[src/rtl/ctl_seq.sv]
// ctl_seq: registered EBOX CTL decode with PI-cycle flag-save sequencer
module ctl_seq #(
    parameter int WIDTH    = 36,
    parameter int LSEG     = 9,
    parameter int LCLR     = 12,
    parameter int SELW     = 3,
    parameter int SAVE_CYC = 2
) (
    input  logic            eboxClk,
    input  logic            eboxResetN,
    input  logic            cramValid,
    input  logic [SELW-1:0] cramARL,
    input  logic [SELW-1:0] cramARR,
    input  logic [SELW-1:0] cramARX,
    input  logic [2:0]      cramARclr,
    input  logic            cramADcarry,
    input  logic            specXCRY_AR0,
    input  logic            specGenCarry18,
    input  logic            specInhCarry18,
    input  logic            specADlong,
    input  logic            EDP_AR0,
    input  logic            PCplus1inh,
    output logic [2:0]      CTL_ARload,
    output logic [2:0]      CTL_ARclr,
    output logic [SELW-1:0] CTL_ARL_SEL,
    output logic [SELW-1:0] CTL_ARR_SEL,
    output logic [SELW-1:0] CTL_ARX_SEL,
    output logic            CTL_ARX_LOAD,
    output logic            CTL_ADcarry36,
    output logic            CTL_ADXcarry36,
    output logic            CTL_ADlong,
    output logic            CTL_inhibitCarry18,
    output logic            CTL_SPEC_genCarry18,
    output logic            CTL_saveBusy,
    output logic            CTL_saveDone
);
    if (WIDTH < 8 || WIDTH % 2 != 0 || LSEG >= WIDTH / 2 || LCLR >= WIDTH / 2 || SAVE_CYC < 1) begin : g_bad_params
        $error("ctl_seq: illegal WIDTH/LSEG/LCLR/SAVE_CYC");
    end

    localparam int CW = $clog2(SAVE_CYC + 1);

    typedef enum logic [1:0] {IDLE, SAVE, DONE} state_t;

    state_t        state, state_n;
    logic [CW-1:0] cnt, cnt_n;
    logic          pi_save, go;
    logic [2:0]    load_n;
    logic          adx_n;

    // next state, save counter, and load/ADX values with clear-wins and save suppression
    always_comb begin
        pi_save = PCplus1inh & specXCRY_AR0;
        go      = cramValid & pi_save;
        state_n = state;
        cnt_n   = cnt;
        case (state)
            IDLE: begin
                state_n = go ? SAVE : IDLE;
                cnt_n   = go ? CW'(SAVE_CYC - 1) : cnt;
            end
            SAVE: begin
                state_n = (cnt == '0) ? DONE : SAVE;
                cnt_n   = (cnt == '0) ? cnt : cnt - CW'(1);
            end
            DONE: begin
                state_n = go ? SAVE : IDLE;
                cnt_n   = go ? CW'(SAVE_CYC - 1) : cnt;
            end
            default: state_n = IDLE;
        endcase
        load_n = (cramValid && state_n != SAVE) ? ({|cramARL, |cramARL, |cramARR} & ~cramARclr) : 3'b000;
        adx_n  = cramValid & ~pi_save & (state_n != SAVE) & ((EDP_AR0 & specXCRY_AR0) ^ cramADcarry);
    end

    // register FSM state and every output one cycle after the microword
    always_ff @(posedge eboxClk) begin
        if (!eboxResetN) begin
            state               <= IDLE;
            cnt                 <= '0;
            CTL_ARload          <= '0;
            CTL_ARclr           <= '0;
            CTL_ARL_SEL         <= '0;
            CTL_ARR_SEL         <= '0;
            CTL_ARX_SEL         <= '0;
            CTL_ARX_LOAD        <= 1'b0;
            CTL_ADcarry36       <= 1'b0;
            CTL_ADXcarry36      <= 1'b0;
            CTL_ADlong          <= 1'b0;
            CTL_inhibitCarry18  <= 1'b0;
            CTL_SPEC_genCarry18 <= 1'b0;
            CTL_saveBusy        <= 1'b0;
            CTL_saveDone        <= 1'b0;
        end else begin
            state               <= state_n;
            cnt                 <= cnt_n;
            CTL_ARload          <= load_n;
            CTL_ARclr           <= cramValid ? cramARclr : 3'b000;
            CTL_ARL_SEL         <= cramValid ? cramARL : CTL_ARL_SEL;
            CTL_ARR_SEL         <= cramValid ? cramARR : CTL_ARR_SEL;
            CTL_ARX_SEL         <= cramValid ? cramARX : CTL_ARX_SEL;
            CTL_ARX_LOAD        <= cramValid & |cramARX;
            CTL_ADcarry36       <= cramValid & cramADcarry;
            CTL_ADXcarry36      <= adx_n;
            CTL_ADlong          <= cramValid & specADlong;
            CTL_inhibitCarry18  <= cramValid & specInhCarry18 & ~specADlong;
            CTL_SPEC_genCarry18 <= cramValid & specGenCarry18 & ~specInhCarry18;
            CTL_saveBusy        <= state_n == SAVE;
            CTL_saveDone        <= state_n == DONE;
        end
    end
endmodule

[config.mk]
export PLATFORM = sky130hd
export DESIGN_NAME = ctl_seq
export DESIGN_NICKNAME = d
export VERILOG_FILES = /design/src/rtl/ctl_seq.sv
export SDC_FILE = /design/constraint.sdc
export NUM_CORES = 1
export LEC_CHECK = 0
export CELL_PAD_IN_SITES_DETAIL_PLACEMENT = 1
export CELL_PAD_IN_SITES_GLOBAL_PLACEMENT = 1
export CORE_ASPECT_RATIO = 1.5
export CORE_MARGIN = 2
export CORE_UTILIZATION = 30
export CTS_BUF_LIST = sky130_fd_sc_hd__clkbuf_16
export CTS_CLUSTER_DIAMETER = 100
export CTS_CLUSTER_SIZE = 16
export DETAILED_ROUTE_END_ITERATION = 10
export PLACE_DENSITY_LB_ADDON = 0.12
export SYNTH_ARGS = -nofsm -noshare
export SYNTH_HDL_FRONTEND = slang
export SYNTH_SLANG_ARGS = --single-unit
[constraint.sdc]
create_clock -name eboxClk -period 3 [get_ports eboxClk]
set_input_delay 0.6 -clock eboxClk [delete_from_list [all_inputs] [get_ports eboxClk]]
set_output_delay 0.6 -clock eboxClk [all_outputs]
set_load 0.01 [all_outputs]
==> qor.yml <==
grtUsageTotal_pct: 14.07
die-height_microns: 71.35
setup_viol: 0
post-cts-setup-buffers: 0
clockRootBuffer: "clkbuf_16"
start_util_pct: 31.47
synth_cells: 84
cts_tree: "yes"
multi_input_area_sq_um: 341.6
fin_setup_tns_ns: 0
layout-drive-gt1-share_pct: 6.154
drtPass1Iterations: 2
portBuffers: 44
reg2reg_slack_ns: 1.53
synth-xor-area-share_pct: 0
synth_top_area_share_pct: 59.59
cts_buffer_depth: 2
synth_warnings: 0
min_period_ns: 1.874
whs_ns: 0.4726
critPathCaptureType: "flip-flop"
startpoint_type: "primary input"
synth.area.top_cells: "dfxtp_1 60%, mux2i_1 9.9%, nor2_1 5.0%, and3_1 3.4%, nor3_1 3.3%"
wl_per_cell_microns: 13.36
grt_max_degree: 16
dp_hpwl_mm: 1.868
htreeDepth: 1
muxShareOfSynthArea_pct: 9.931
slew_violations: 0
synthesis.nets: 107
layout_commonest_cell: "clkdlybuf4s50_1"
ff_latch_area_sq_um: 540.5
clk_pin_slew_ns: 0.06
worstPathRequired_ns: 3.17
yosys.area.top_type: "dfxtp_1"
synth_compound_area_share_pct: 6.069
maxCapViolCount: 0
total_leakage_power_nw: 0.5893
drt-initial-drc-count: 24
io_pins: 45
ir_drop_uv: 254.1
syn_area_sq_um: 907.1
gp_congestion: 0.7194
ys_types: 24
worstSetupPathType: "primary input to flip-flop"
via_per_inst: 4.580
final_cell_mix: "44 x clkdlybuf4s50_1, 27 x dfxtp_1, 12 x nor2_1"
rows: 24
antenna_found_initial: 0
cp_data_arrival_time_ns: 2.04
drtAntennaViolNets: 0
die_area_sq_um: 3488
worst-slew-pin-transition_ns: 0.4183
diodes: 0
die_x_microns: 48.90
synth-seq-cells: 27
hold_path_class: "flip-flop to flip-flop"
worstSkewPairLatency_ns: 0.26
cts_made_buffers: 3
wl_mm: 2.257
vias: 774
cts_hold_buf: 0
clkSinkCount: 27
synthAdderAreaFrac_pct: 1.379
worstPathMaxFanout: 14
fin_crit_sh_pct: 62.47
area_growth_pct: 62.07
final_hold_viol_count: 0
stdcell_count: 169
fill_cells: 337
relSlewSlack_pct: 72.03
outcome: "finished, final reports clean"
ys_seq_area_share_pct: 59.59
synth_top_family_by_area: "simple AND/OR/NAND/NOR gates"
ff2ff_path_depth: 5
rsz0062_at_grt: "false"
hold_depth: 2
core-area_sq_um: 2883
max_freq_ghz: 0.5336
layout.nets: 154
post_cts_resized: 0
grt_pass1_vias: 862
grt_overflow: 0
synth.avg_cell_area_sq_um: 10.80
dp.cells: 165
synthSimpleGateAreaFrac_pct: 20.28
skew_ns: 0.003524
p_per_area_nw_per_um2: 529.7
drc: 0
grt_pass1_wl_mm: 3.795
## final cells by class
cell class,count,area share (%)
clock buffer,3,5.106
tap,39,3.319
clock inverter,1,0.3404
timing repair buffer,45,30.47
sequential,27,36.77
inverter,3,0.7660
multi-input combinational,51,23.23
## critical path, stage by stage
cell	delay [ns]
clkdlybuf4s50_1	0.72
clkinv_1	0.37
o32ai_1	0.34
## path summary, 6_finish.rpt
check | start | to
max | eboxResetN | cnt[1]
max reg2reg | cnt[0] | CTL_ARload[1]
min | cnt[1] | cnt[1]
min reg2reg | cnt[1] | cnt[1]
## per-layer routing
| layer | vias to the layer above | global-route usage (%) | part of all wire [%] |
|---|---|---|---|
| met5 | - | 0 | 0 |
| met4 | 0 | 4.762 | 0.53 |
| met3 | 2 | 3.542 | 4.6 |
| met2 | 28 | 26.79 | 57 |
| met1 | 360 | 14.81 | 38 |
| li1 | 384 | - | - |
## power by group
group          switching (mW)  total [mW]  internal [mW]
sequential            0.00684       0.381          0.374
combinational          0.0397       0.102         0.0627
clock                   0.116       0.295          0.180
## cells by family after synthesis
logic type	count (synthesis)
simple gates	34
buf+inv	6
compound gates	7
fa+ha+maj	1
mux	9
flops	27
## cells in the mapped netlist
| cell type | number |
|---|---|
| ha_1 | 1 |
| clkbuf_1 | 1 |
| o32ai_1 | 1 |
| nand3_1 | 1 |
| nand2_1 | 2 |
| o21ba_2 | 1 |
| and2_1 | 2 |
| nor3_1 | 6 |
| o2111ai_1 | 1 |
| a21oi_1 | 1 |
| o21ai_1 | 1 |
| nor3b_1 | 2 |
| o21ai_2 | 1 |
| clkinv_1 | 1 |
| inv_1 | 2 |
| mux2i_1 | 9 |
| nor2_1 | 12 |
| and4b_1 | 2 |
| and3_1 | 5 |
| buf_2 | 2 |
| or3b_4 | 1 |
| a32oi_1 | 1 |
| dfxtp_1 | 27 |
| nand2b_1 | 1 |
## flip-flops by register name, summed over array words and instances, names as in the netlist
signal,cells
CTL_ARL_SEL,3
CTL_saveBusy,1
CTL_ADXcarry36,1
state,2
CTL_inhibitCarry18,1
CTL_ARload,3
CTL_ARX_SEL,3
cnt,2
CTL_saveDone,1
CTL_ARR_SEL,3
CTL_ARclr,3
CTL_ADlong,1
CTL_ADcarry36,1
CTL_SPEC_genCarry18,1
CTL_ARX_LOAD,1
## stage by stage
stage	utilization, %	power (mW)	setup WS, ns	instance area [sq um]
final	51.00	0.7788	1.126	1470
after floorplan	-	0.4251	1.622	907.1
after global placement	48.22	0.4904	0.9225	1390
after detailed placement	48.22	0.4935	0.8156	1390
after CTS	51.00	0.7889	1.083	1470
after global routing	51.00	0.8183	0.9983	1470
No activity file was read; power rests on OpenSTA's default activity.
==> RTL edit (same flow settings) <==
The parameter `SELW` goes from 3 to 2.
--- a/src/rtl/ctl_seq.sv
+++ b/src/rtl/ctl_seq.sv
@@ -5,3 +5,3 @@
     parameter int LCLR     = 12,
-    parameter int SELW     = 3,
+    parameter int SELW     = 2,
     parameter int SAVE_CYC = 2
Ports: changed (6 resized); port bits go from 45 to 39. No check against the original RTL was run, so the function may have changed too.
==> RTL edit against the unedited design <==
Area after synthesis is 12% lower; combinational power down 16%; clock skew fell by 0.64 ps; first-iteration DRC count decreased by 46%; worst setup slack lost 150 ps; routed wire length down 11%; cell area decreased by 13%; power shrank 10%; worst hold slack worse by 11 ps; sequential share of layout area rose by 0.96 points; sequential cell count is 3 lower; critical path type unchanged; global-route usage grew 0.65 points.
==> RTL edit: results (changes against the unedited design) <==
outcome: finished, final reports clean
Worst setup endpoint: CTL_ARload[0]
GRT Overall Usage: 14.7% (+0.65 points)
largest net degree at the start of global routing: 15 (-1)
GP Congestion: 0.708 (-1.6%)
number of global-route vias before repair: 712 (-17%)
# port buffers: 38 (-14%)
vias after detailed routing: 676 (-13%)
Setup WS post-layout: 976 ps (-150 ps)
Filler Cell Count: 274 (-19%)
DRT iter0 DRCs: 13 (-46%)
Peak VDD IR: 328 uV (+29%)
Synth area leaders: dfxtp_1, mux2i_1, nor2_1
worst slack, placed: 671 ps (-145 ps)
Layout Nets: 135 (-12%)
post-synthesis cell type count: 23 (-4.2%)
Syn Nets: 94 (-12%)
total CTS buffers: 3 (unchanged)
DR WL/cell: 14.6 um (+9.3%)
Leak Pwr: 0.000517 uW (-12%)
share of layout cells above drive strength 1: 5.31% (-0.84 points)
Slew HR: 61.5% (-11 points)
Max stage delay on crit path: 830 ps (+110 ps)
Post-DP HPWL: 1520 um (-19%)
Worst Setup SP: cramValid
leading cell types by count after synthesis: dfxtp_1, nor2_1, mux2i_1
Clock Skew: 2.88 ps (-0.642 ps)
initial antenna violation count: 0 (unchanged)
Largest regs: CTL_ARclr: 3 flops, CTL_ARload: 3 flops
R2R setup slack: 1560 ps (+30 ps)
RTL edit: worst min path at each step:
stage | startpoint | end | slack, ps | cells past startpoint
finish | cnt[1] | cnt[1] | 460 | 2
global route | cnt[1] | cnt[1] | 490 | 2
CTS | cnt[1] | cnt[1] | 470 | 2
detailed placement | cnt[1] | cnt[1] | 460 | 2
global placement | cnt[1] | cnt[1] | 450 | 2
floorplan | cnt[1] | cnt[1] | 440 | 2
RTL edit: logic make-up after synthesis:
group	count (synthesis)	synth area share (%)
simple gates	31	21.2
compound gates	7	6.91
flops	24	60.3
buf+inv	5	2.51
fa+ha+maj	1	1.57
mux	6	7.54
RTL edit: area by class of cell:
class / count / area, um2 / share of cell area (%)
inverter: 3 / 11.3 / 0.884
tap: 24 / 30.0 / 2.36
multi-input combinational: 45 / 297 / 23.3
clock buffer: 3 / 75.1 / 5.89
timing repair buffer: 38 / 380 / 29.9
sequential: 24 / 480 / 37.7
RTL edit: tightest hold or removal path, stage by stage (launching register included):
cell and delay (ps):
dfxtp_1 310, nand2_1 50, o32ai_1 50
RTL edit: metal layers:
layer | wire length, um | track usage [%]
met1 | 738 | 16.0
met3 | 64 | 2.44
met4 | 22 | 7.50
met5 | 0 | 0
met2 | 1180 | 26.0
RTL edit: power by group:
group / switching, uW / leakage, uW / internal (uW) / total (uW)
combinational: 33.6 / 0.000283 / 51.8 / 85.4
sequential: 5.69 / 0.000197 / 332 / 338
clock: 101 / 0.0000370 / 176 / 277
RTL edit: through the flow:
stage / area (um2) / hold WS (ps) / power (uW) / cells
floorplan: 797 / 438 / 374 / 74
global placement: 1200 / 445 / 429 / 134
detailed placement: 1200 / 455 / 431 / 134
finish: 1270 / 462 / 700 / 137
CTS: 1270 / 465 / 710 / 137
global route: 1270 / 492 / 735 / 137
